File: src/rtl/opb_register_simulink2ppc_snap_if.sv
// OPB slave-side bus bundle for the simulink2ppc snapshot register.
// Signal names and big-endian bit numbering follow the OPB bus itself.
interface opb_register_simulink2ppc_snap_if;
  logic [0:31] OPB_ABus;
  logic [0:3]  OPB_BE;
  logic [0:31] OPB_DBus;
  logic        OPB_RNW;
  logic        OPB_select;
  logic        OPB_seqAddr;
  logic [0:31] Sl_DBus;
  logic        Sl_errAck;
  logic        Sl_retry;
  logic        Sl_toutSup;
  logic        Sl_xferAck;

  modport master (
    output OPB_ABus, OPB_BE, OPB_DBus, OPB_RNW, OPB_select, OPB_seqAddr,
    input  Sl_DBus, Sl_errAck, Sl_retry, Sl_toutSup, Sl_xferAck
  );

  modport slave (
    input  OPB_ABus, OPB_BE, OPB_DBus, OPB_RNW, OPB_select, OPB_seqAddr,
    output Sl_DBus, Sl_errAck, Sl_retry, Sl_toutSup, Sl_xferAck
  );
endinterface

File: src/rtl/opb_register_simulink2ppc_snap.sv
// Fabric-to-PPC snapshot register: captures user words into a holding register with a
// full flag and a saturating overflow counter, exposed as DATA/STATUS/CONTROL on OPB.
module opb_register_simulink2ppc_snap #(
    parameter logic [31:0] C_BASEADDR   = 32'h0000_0000,
    parameter logic [31:0] C_HIGHADDR   = 32'h0000_00FF,
    parameter int unsigned C_OPB_AWIDTH = 32,
    parameter int unsigned C_OPB_DWIDTH = 32,
    parameter int unsigned C_OVERWRITE  = 1,
    parameter string       C_FAMILY     = "virtex5"
) (
    input  logic                                  OPB_Clk,
    input  logic                                  OPB_Rst,
    opb_register_simulink2ppc_snap_if.slave       opb,
    input  logic [31:0]                           user_data_in,
    input  logic                                  user_valid,
    output logic                                  user_full
);

    typedef enum logic [1:0] {StIdle, StAck, StWait} state_e;

    localparam logic [5:0] RegData    = 6'd0;
    localparam logic [5:0] RegStatus  = 6'd1;
    localparam logic [5:0] RegControl = 6'd2;

    state_e      state_q, state_d;
    logic [31:0] hold_q, hold_d;
    logic        full_q, full_d;
    logic [15:0] ovf_q, ovf_d;
    logic        ack_q, ack_d;
    logic [0:31] rdata_q, rdata_d;

    logic        hit;
    logic        data_rd;
    logic        ovf_clr;
    logic        ovf_inc;
    logic [5:0]  reg_sel;
    logic [32:0] diff_lo, diff_hi;
    logic        unused_ok;

    // Window check by borrow of 33-bit differences, so a zero base needs no special case
    assign diff_lo = {1'b0, opb.OPB_ABus} - {1'b0, C_BASEADDR};
    assign diff_hi = {1'b0, C_HIGHADDR} - {1'b0, opb.OPB_ABus};
    assign hit     = opb.OPB_select && !diff_lo[32] && !diff_hi[32];
    assign reg_sel = opb.OPB_ABus[24:29];

    always_ff @(posedge OPB_Clk) begin
        if (OPB_Rst) begin
            state_q <= StIdle;
        end else begin
            state_q <= state_d;
        end
    end

    always_comb begin
        state_d = state_q;
        unique case (state_q)
            StIdle:  if (hit) state_d = StAck;
            StAck:   state_d = StWait;
            StWait:  if (!opb.OPB_select) state_d = StIdle;
            default: state_d = StIdle;
        endcase
    end

    // Bus outputs are registered, so the ack and its side effects land on the same edge
    always_comb begin
        ack_d   = 1'b0;
        rdata_d = '0;
        data_rd = 1'b0;
        ovf_clr = 1'b0;
        if (state_q == StAck) begin
            ack_d = 1'b1;
            if (opb.OPB_RNW) begin
                case (reg_sel)
                    RegData: begin
                        rdata_d = hold_q;
                        data_rd = 1'b1;
                    end
                    RegStatus: rdata_d = {ovf_q, 15'd0, full_q};
                    default:   rdata_d = '0;
                endcase
            end else if (reg_sel == RegControl && opb.OPB_BE[3] && opb.OPB_DBus[31]) begin
                ovf_clr = 1'b1;
            end
        end
    end

    // A DATA read frees the slot in the same cycle, so a coincident word is a clean load
    always_comb begin
        hold_d  = hold_q;
        full_d  = full_q;
        ovf_inc = 1'b0;
        if (user_valid) begin
            if (!full_q || data_rd) begin
                hold_d = user_data_in;
                full_d = 1'b1;
            end else begin
                ovf_inc = 1'b1;
                if (C_OVERWRITE != 0) hold_d = user_data_in;
            end
        end else if (data_rd) begin
            full_d = 1'b0;
        end

        ovf_d = ovf_q;
        if (ovf_clr) begin
            ovf_d = '0;
        end else if (ovf_inc && ovf_q != 16'hFFFF) begin
            ovf_d = ovf_q + 16'd1;
        end
    end

    always_ff @(posedge OPB_Clk) begin
        if (OPB_Rst) begin
            hold_q  <= '0;
            full_q  <= 1'b0;
            ovf_q   <= '0;
            ack_q   <= 1'b0;
            rdata_q <= '0;
        end else begin
            hold_q  <= hold_d;
            full_q  <= full_d;
            ovf_q   <= ovf_d;
            ack_q   <= ack_d;
            rdata_q <= rdata_d;
        end
    end

    assign opb.Sl_xferAck = ack_q;
    assign opb.Sl_DBus    = rdata_q;
    assign opb.Sl_errAck  = 1'b0;
    assign opb.Sl_retry   = 1'b0;
    assign opb.Sl_toutSup = 1'b0;
    assign user_full      = full_q;

    assign unused_ok = ^{opb.OPB_seqAddr, opb.OPB_BE[0:2], opb.OPB_DBus[0:30],
                         opb.OPB_ABus[30:31], diff_lo[31:0], diff_hi[31:0]};

endmodule

File: src/flat_wrapper.sv
// flat-port wrapper written by rule: the top's interface ports become plain ports
module opb_register_simulink2ppc_snap_flat 
#(
    parameter logic [31:0] C_BASEADDR   = 32'h0000_0000,
    parameter logic [31:0] C_HIGHADDR   = 32'h0000_00FF,
    parameter int unsigned C_OPB_AWIDTH = 32,
    parameter int unsigned C_OPB_DWIDTH = 32,
    parameter int unsigned C_OVERWRITE  = 1,
    parameter string       C_FAMILY     = "       "
)
  (OPB_Clk, OPB_Rst, user_data_in, user_valid, user_full, opb_OPB_ABus, opb_OPB_BE, opb_OPB_DBus, opb_OPB_RNW, opb_OPB_select, opb_OPB_seqAddr, opb_Sl_DBus, opb_Sl_errAck, opb_Sl_retry, opb_Sl_toutSup, opb_Sl_xferAck);
  opb_register_simulink2ppc_snap_if opb_i ();
  input  logic OPB_Clk;
  input  logic OPB_Rst;
  input  logic [31:0] user_data_in;
  input  logic user_valid;
  output logic user_full;
  input wire logic [$bits(opb_i.OPB_ABus)-1:0] opb_OPB_ABus;
  input wire logic [$bits(opb_i.OPB_BE)-1:0] opb_OPB_BE;
  input wire logic [$bits(opb_i.OPB_DBus)-1:0] opb_OPB_DBus;
  input wire logic [$bits(opb_i.OPB_RNW)-1:0] opb_OPB_RNW;
  input wire logic [$bits(opb_i.OPB_select)-1:0] opb_OPB_select;
  input wire logic [$bits(opb_i.OPB_seqAddr)-1:0] opb_OPB_seqAddr;
  output wire logic [$bits(opb_i.Sl_DBus)-1:0] opb_Sl_DBus;
  output wire logic [$bits(opb_i.Sl_errAck)-1:0] opb_Sl_errAck;
  output wire logic [$bits(opb_i.Sl_retry)-1:0] opb_Sl_retry;
  output wire logic [$bits(opb_i.Sl_toutSup)-1:0] opb_Sl_toutSup;
  output wire logic [$bits(opb_i.Sl_xferAck)-1:0] opb_Sl_xferAck;
  assign opb_i.OPB_ABus = opb_OPB_ABus;
  assign opb_i.OPB_BE = opb_OPB_BE;
  assign opb_i.OPB_DBus = opb_OPB_DBus;
  assign opb_i.OPB_RNW = opb_OPB_RNW;
  assign opb_i.OPB_select = opb_OPB_select;
  assign opb_i.OPB_seqAddr = opb_OPB_seqAddr;
  assign opb_Sl_DBus = opb_i.Sl_DBus;
  assign opb_Sl_errAck = opb_i.Sl_errAck;
  assign opb_Sl_retry = opb_i.Sl_retry;
  assign opb_Sl_toutSup = opb_i.Sl_toutSup;
  assign opb_Sl_xferAck = opb_i.Sl_xferAck;
  opb_register_simulink2ppc_snap #(.C_BASEADDR(C_BASEADDR), .C_HIGHADDR(C_HIGHADDR), .C_OPB_AWIDTH(C_OPB_AWIDTH), .C_OPB_DWIDTH(C_OPB_DWIDTH), .C_OVERWRITE(C_OVERWRITE), .C_FAMILY(C_FAMILY)) u_core (.OPB_Clk(OPB_Clk), .OPB_Rst(OPB_Rst), .opb(opb_i), .user_data_in(user_data_in), .user_valid(user_valid), .user_full(user_full));
endmodule
File: config.mk
export PLATFORM = sky130hd
export DESIGN_NAME = opb_register_simulink2ppc_snap_flat
export DESIGN_NICKNAME = d
export VERILOG_FILES = /design/src/rtl/opb_register_simulink2ppc_snap_if.sv /design/src/rtl/opb_register_simulink2ppc_snap.sv /design/src/flat_wrapper.sv
export SDC_FILE = /design/constraint.sdc
export NUM_CORES = 1
export LEC_CHECK = 0
export BUFFER_PORTS_ARGS = -buffer_cell sky130_fd_sc_hd__clkbuf_2
export CORE_ASPECT_RATIO = 0.6
export CORE_UTILIZATION = 31
export CTS_CLUSTER_SIZE = 8
export DETAILED_ROUTE_END_ITERATION = 7
export GPL_TIMING_DRIVEN = 0
export PLACE_DENSITY = 0.63
export SLEW_MARGIN = 30
export SYNTH_ARGS = -nofsm -noshare
export SYNTH_HDL_FRONTEND = slang
export SYNTH_SLANG_ARGS = --single-unit
File: constraint.sdc
create_clock -name OPB_Clk -period 1.8 [get_ports OPB_Clk]
set_clock_uncertainty 0.1 [all_clocks]
set_input_delay 0.18 -clock OPB_Clk [delete_from_list [all_inputs] [get_ports OPB_Clk]]
set_output_delay 0.18 -clock OPB_Clk [all_outputs]
set_load 0.01 [all_outputs]
After elaboration in Yosys (flattened, before gate mapping)
Index checks and enable logic that the tools add are counted.

Reductions and logical operators: 14. Equality and inequality tests: 8. Bitwise operators: 2. Muxes and demuxes: 16. Add/sub/neg operators: 2.

Operators with widths (count): 32-bit case mux with 2 select lines (1); 8-bit by 32-bit subtractor with 33-bit output, first input constant (1); 16-bit by 1-bit adder with 16-bit output, second input constant (1); 16-bit inequality test, second input constant (1); 1-bit two-way mux (12); 6-bit by 1-bit == test with 1-bit output, second input constant (1); 6-bit by 2-bit == test with 1-bit output, second input constant (1); 6-bit logical NOT (1); 2-bit case mux with 3 select lines (1); 1-bit logical AND (4); 2-bit two-way mux (2); 2-bit by 1-bit inequality test with 1-bit output, second input constant (2); 2-bit AND reduction (2); 3-bit OR reduction (1); 2-bit by 1-bit == test with 1-bit output, second input constant (1); 2-bit == test, second input constant (1); 1-bit logical NOT (2); 2-bit logical NOT (1); 2-bit inequality test, second input constant (1); 1-bit inverter (2); 2-bit nonzero test (1); 2-bit OR reduction (1); 1-bit logical OR (1).

Output and inout bits: 37. Word-level logic and storage cells: 48. Register bits after elaboration: 84.

Longest topological paths before layout
Depth after elaboration: 8. Gate-level depth with buffers: 7.

Worst setup path before layout
Ideal clock, no wire load.

Kind: reg2reg. Start: register u_core.state_q[1]. End: register u_core.ovf_q[12]. Buffers on the path: 0. Required time: 1.629 ns. Slack: 0.160 ns. Library setup time: 0.071 ns. Period minus slack after synthesis: 1.640 ns. Stages on the path, launching flop included: 6. Arrival: 1.469 ns. Cells stage by stage: dfxtp_1 -> and3b_1 -> a31oi_4 -> nand4_1 -> or3_1 -> a21oi_1.

Cells in the longest elaborated chain, start to end: 6.

RTL lines: start: declaration (line opb_register_simulink2ppc_snap.sv:25) `state_e state_q, state_d;`; start signal: assignment (line opb_register_simulink2ppc_snap.sv:48) `state_q <= StIdle;`; start signal: assignment (line opb_register_simulink2ppc_snap.sv:50) `state_q <= state_d;`; 2-bit by 1-bit == test with 1-bit output (*) (line opb_register_simulink2ppc_snap.sv:70) `if (state_q == StAck) begin`; 1-bit two-way mux (line opb_register_simulink2ppc_snap.sv:70); 1-bit logical OR (line opb_register_simulink2ppc_snap.sv:93) `if (!full_q || data_rd) begin`; 1-bit two-way mux (line opb_register_simulink2ppc_snap.sv:93); 1-bit two-way mux (line opb_register_simulink2ppc_snap.sv:92) `if (user_valid) begin`; 1-bit logical AND (line opb_register_simulink2ppc_snap.sv:107) `end else if (ovf_inc && ovf_q != 16'hFFFF) begin`; end signal: assignment (line opb_register_simulink2ppc_snap.sv:122) `ovf_q <= ovf_d;`; end: declaration (line opb_register_simulink2ppc_snap.sv:28) `logic [15:0] ovf_q, ovf_d;`.

Mark *: on every way between the ends. The rest lies on a longest branch, timed or not. A chain may end at the register's enable or synchronous reset.

Final worst setup path
Start: input opb_OPB_ABus[7]. End: register u_core.rdata_q, in the netlist u_core.opb.Sl_DBus[21].

Cells in the longest elaborated chain, start to end: 2.

RTL lines: start: declaration (line flat_wrapper.sv:18) `input wire logic [$bits(opb_i.OPB_ABus)-1:0] opb_OPB_ABus;`; 6-bit by 1-bit == test with 1-bit output / 6-bit logical NOT (equally long branches) (line opb_register_simulink2ppc_snap.sv:73) `case (reg_sel)`; 32-bit case mux with 2 select lines (*) (line opb_register_simulink2ppc_snap.sv:73); end signal: assignment (line opb_register_simulink2ppc_snap.sv:124) `rdata_q <= rdata_d;`; end: declaration (line opb_register_simulink2ppc_snap.sv:30) `logic [0:31] rdata_q, rdata_d;`.

Marked as above.

==> metrics.yaml <==
grt_max_degree: 15
num_rows: 28
top_usage_layer: "met2"
p_total_mw: 3.94
final-setup-viol-count: 0
outcome: "finished, final reports clean"
cp.arrival_ps: 1870
ys_ff_latch: 84
syn_inst: 322
initial_core_util_pct: 32.2
cp_slowest_cell: "or4_4"
fp.coreArea_mm2: 0.00995
path_class: "primary input to register"
critPathBufInv: 2
ys_seq_area_share_pct: 52.4
rr_worst_depth: 6
grt_pass1_vias: 2663
max-vdd-ir-drop_v: 0.000454
synth.cell_area_mm2: 0.00321
nNetsFinal: 573
swShare_pct: 22.0
p_per_area_mw_per_mm2: 870
clk_latency_ps: 330
cts_root_buffer: "clkbuf_16"
routedWlPerCell_um: 13.3
r2r_end: "u_core.ovf_q[15]$_SDFFE_PP0P_"
dp_cells: 559
hold_viol_final: 0
worstHoldEndpoint: "u_core.hold_q[0]$_SDFFE_PP0P_"
yosys.area.top_type_share_pct: 52.4
clkSlewWorstSetupHoldPaths_ps: 60
hold_depth: 3
ff2ff_setup_slack_ps: 100
syn_avg_cell_area_um2: 9.96
cts_htree_levels: 3
drc: 0
cp-start-kind: "primary input"
yosys_warnings: 0
vias: 2833
gp_congestion: 0.844
cp_max_fo: 10
first_pass_iters: 4
clkSinkCount: 84
slew_headroom_pct: 44.8
die_y_um: 80.8
layout_worst_path_cycle_share_pct: 94.4
final_common_cell: "clkbuf_2"
postSynth.asyncResetShare_pct: 0
first_iter_violations: 95
wirelength_um: 8030
max_stage_delay_ps: 580
crit_required_ps: 1970
p_seq_share_pct: 49.0
pwr-share-comb_pct: 7.3
min_period_ps: 1700
ios: 143
yosysTopAreaCell: "dfxtp_1"
grt_use_met3_pct: 4.81
hold_path.class: "primary input to register"
multi_input_area_mm2: 0.00146
die_w_um: 133
p_leak_nw: 1.98
p_int_mw: 3.07
layout_common_cells: "clkbuf_2, dfxtp_1, nor2_1"
cts_tree: "done"
num_antenna_cells: 0
hpwl_um: 5750
ant_nets: 0
synth_edf_count: 0
cpLargestDelayFamily: "simple AND/OR/NAND/NOR gates"
yosys-top-cells-area: "dfxtp_1, mux2i_1, nor2_1, a22oi_1, and2_1"
cts_buffers: 9
antenna_found_initial: 0
clk_path_buf_depth: 2
fillers: 981
port_buffers: 100
grt_first_pass_wirelength_um: 12900
r2r-start: "u_core.state_q[1]$_SDFFE_PP0P_"
die-area_mm2: 0.0108
gr-usage-met1_pct: 20.6
fmax_mhz: 588
via_per_inst: 4.67
worst_pin_slew_ps: 829
gr-total-overflow: 0
grt_usage_pct: 15.5
p_sw_uw: 866
synthFlopType: "dfxtp_1"
final_cells: 606
power_frac_clock_pct: 43.6
worst_setup_path_end_kind: "register"
worstHoldStart: "user_data_in[0]"
grt_use_met2_pct: 24.2
drive_above_1_share_pct: 32.1
drv_slew: 0
max-cap-violations: 0
ys_types: 44
area_delta_synth_final_pct: 41.2
worstPathCellList: "clkbuf_2, or4_4, nor3_4, and3_4, buf_6, and2_1"
seq_area_mm2: 0.00169
cells by family after synthesis:
logic type / synth area share, %
buf+inv: 3.55
mux: 10.3
fa+ha+maj: 0.390
compound gates: 9.71
other cells: 0.117
flops: 52.4
xor+xnor: 1.91
simple gates: 21.6
area by class of cell:
type	count	share of cell area, %
Sequential cell	84	37.3
Multi-Input combinational cell	217	32.2
Timing Repair Buffer	132	17.9
Clock buffer	11	5.58
Tap cell	135	3.73
Buffer	18	2.21
Clock inverter	5	0.746
Inverter	4	0.331
metrics by stage:
step / hold WS, ps / setup slack (ps) / area, um^2 / util, % / setup TNS (ps)
global route: 15.1 / -9.39 / 4530 / 45.5 / -9.39
detailed placement: 323 / -361 / 3880 / 39.0 / -7860
CTS: 0.270 / 12.3 / 4470 / 45.0 / 0
finish: 7.25 / 100 / 4530 / 45.5 / 0
global placement: 314 / -293 / 3880 / 39.0 / -5830
floorplan: 227 / 160 / 3220 / - / 0
power by group through the flow:
stage	combinational, mW	sequential, mW	clock [mW]
2_1_floorplan	0.124	1.97	0
3_3_place_gp	0.228	1.97	0
3_5_place_dp	0.235	1.97	0
4_1_cts	0.286	1.93	1.76
5_1_grt	0.318	1.94	1.86
6_report	0.289	1.93	1.72
per-layer routing:
| metal | vias to the layer above | wire length, um |
|---|---|---|
| li1 | 1420 | - |
| met4 | 0 | 44 |
| met1 | 1326 | 4030 |
| met5 | - | 0 |
| met2 | 83 | 3500 |
| met3 | 4 | 451 |
synth_stat cells, types with 2 or more instances:
cell / count
a22oi_1: 17
and2_1: 18
a31oi_1: 7
nor3_1: 2
nor2_1: 64
xnor2_1: 2
buf_4: 4
buf_1: 4
nand2_1: 8
dfxtp_1: 84
inv_1: 4
nor4_1: 7
nand4_1: 9
a211oi_1: 2
xor2_1: 5
and3_1: 6
and4_1: 4
a41o_1: 2
buf_2: 4
a311oi_1: 2
mux2i_1: 33
clkbuf_1: 6
nand3_1: 4
a21oi_1: 4
worst reg2reg max path, delay by kind of cell, from the launching register on:
family	cells	cell delay (ps)
compound gates	3	510
buf+inv	1	170
flops	1	360
simple gates	2	470
repair_timing:
action | in CTS | in global routing
pin swaps | 3 | 1
hold buffers | 27 | 1
setup buffers | 2 | 2
setup endpoints to repair | 10 | 22
resized for setup | 7 | 16
endpoints found under the hold margin | 27 | 1
worst max-delay path by stage:
stage,startpoint,end,cells after the start
final,opb_OPB_ABus[7],u_core.opb.Sl_DBus[21]$_SDFF_PP0_,6
after global routing,u_core.state_q[1]$_SDFFE_PP0P_,u_core.ovf_q[14]$_SDFFE_PP0P_,6
after CTS,u_core.ovf_q[0]$_SDFFE_PP0P_,u_core.ovf_q[6]$_SDFFE_PP0P_,7
after detailed placement,opb_OPB_ABus[7],u_core.ovf_q[13]$_SDFFE_PP0P_,5
after global placement,opb_OPB_ABus[7],u_core.ovf_q[11]$_SDFFE_PP0P_,5
after floorplan,u_core.state_q[1]$_SDFFE_PP0P_,u_core.ovf_q[12]$_SDFFE_PP0P_,5
state kept, by name (all words and copies together) (netlist names):
| register | flops |
|---|---|
| u_core.ovf_q | 16 |
| u_core.opb.Sl_xferAck | 1 |
| u_core.user_full | 1 |
| u_core.hold_q | 32 |
| u_core.state_q | 2 |
| u_core.opb.Sl_DBus | 32 |
(Power assumes the default switching activity.)
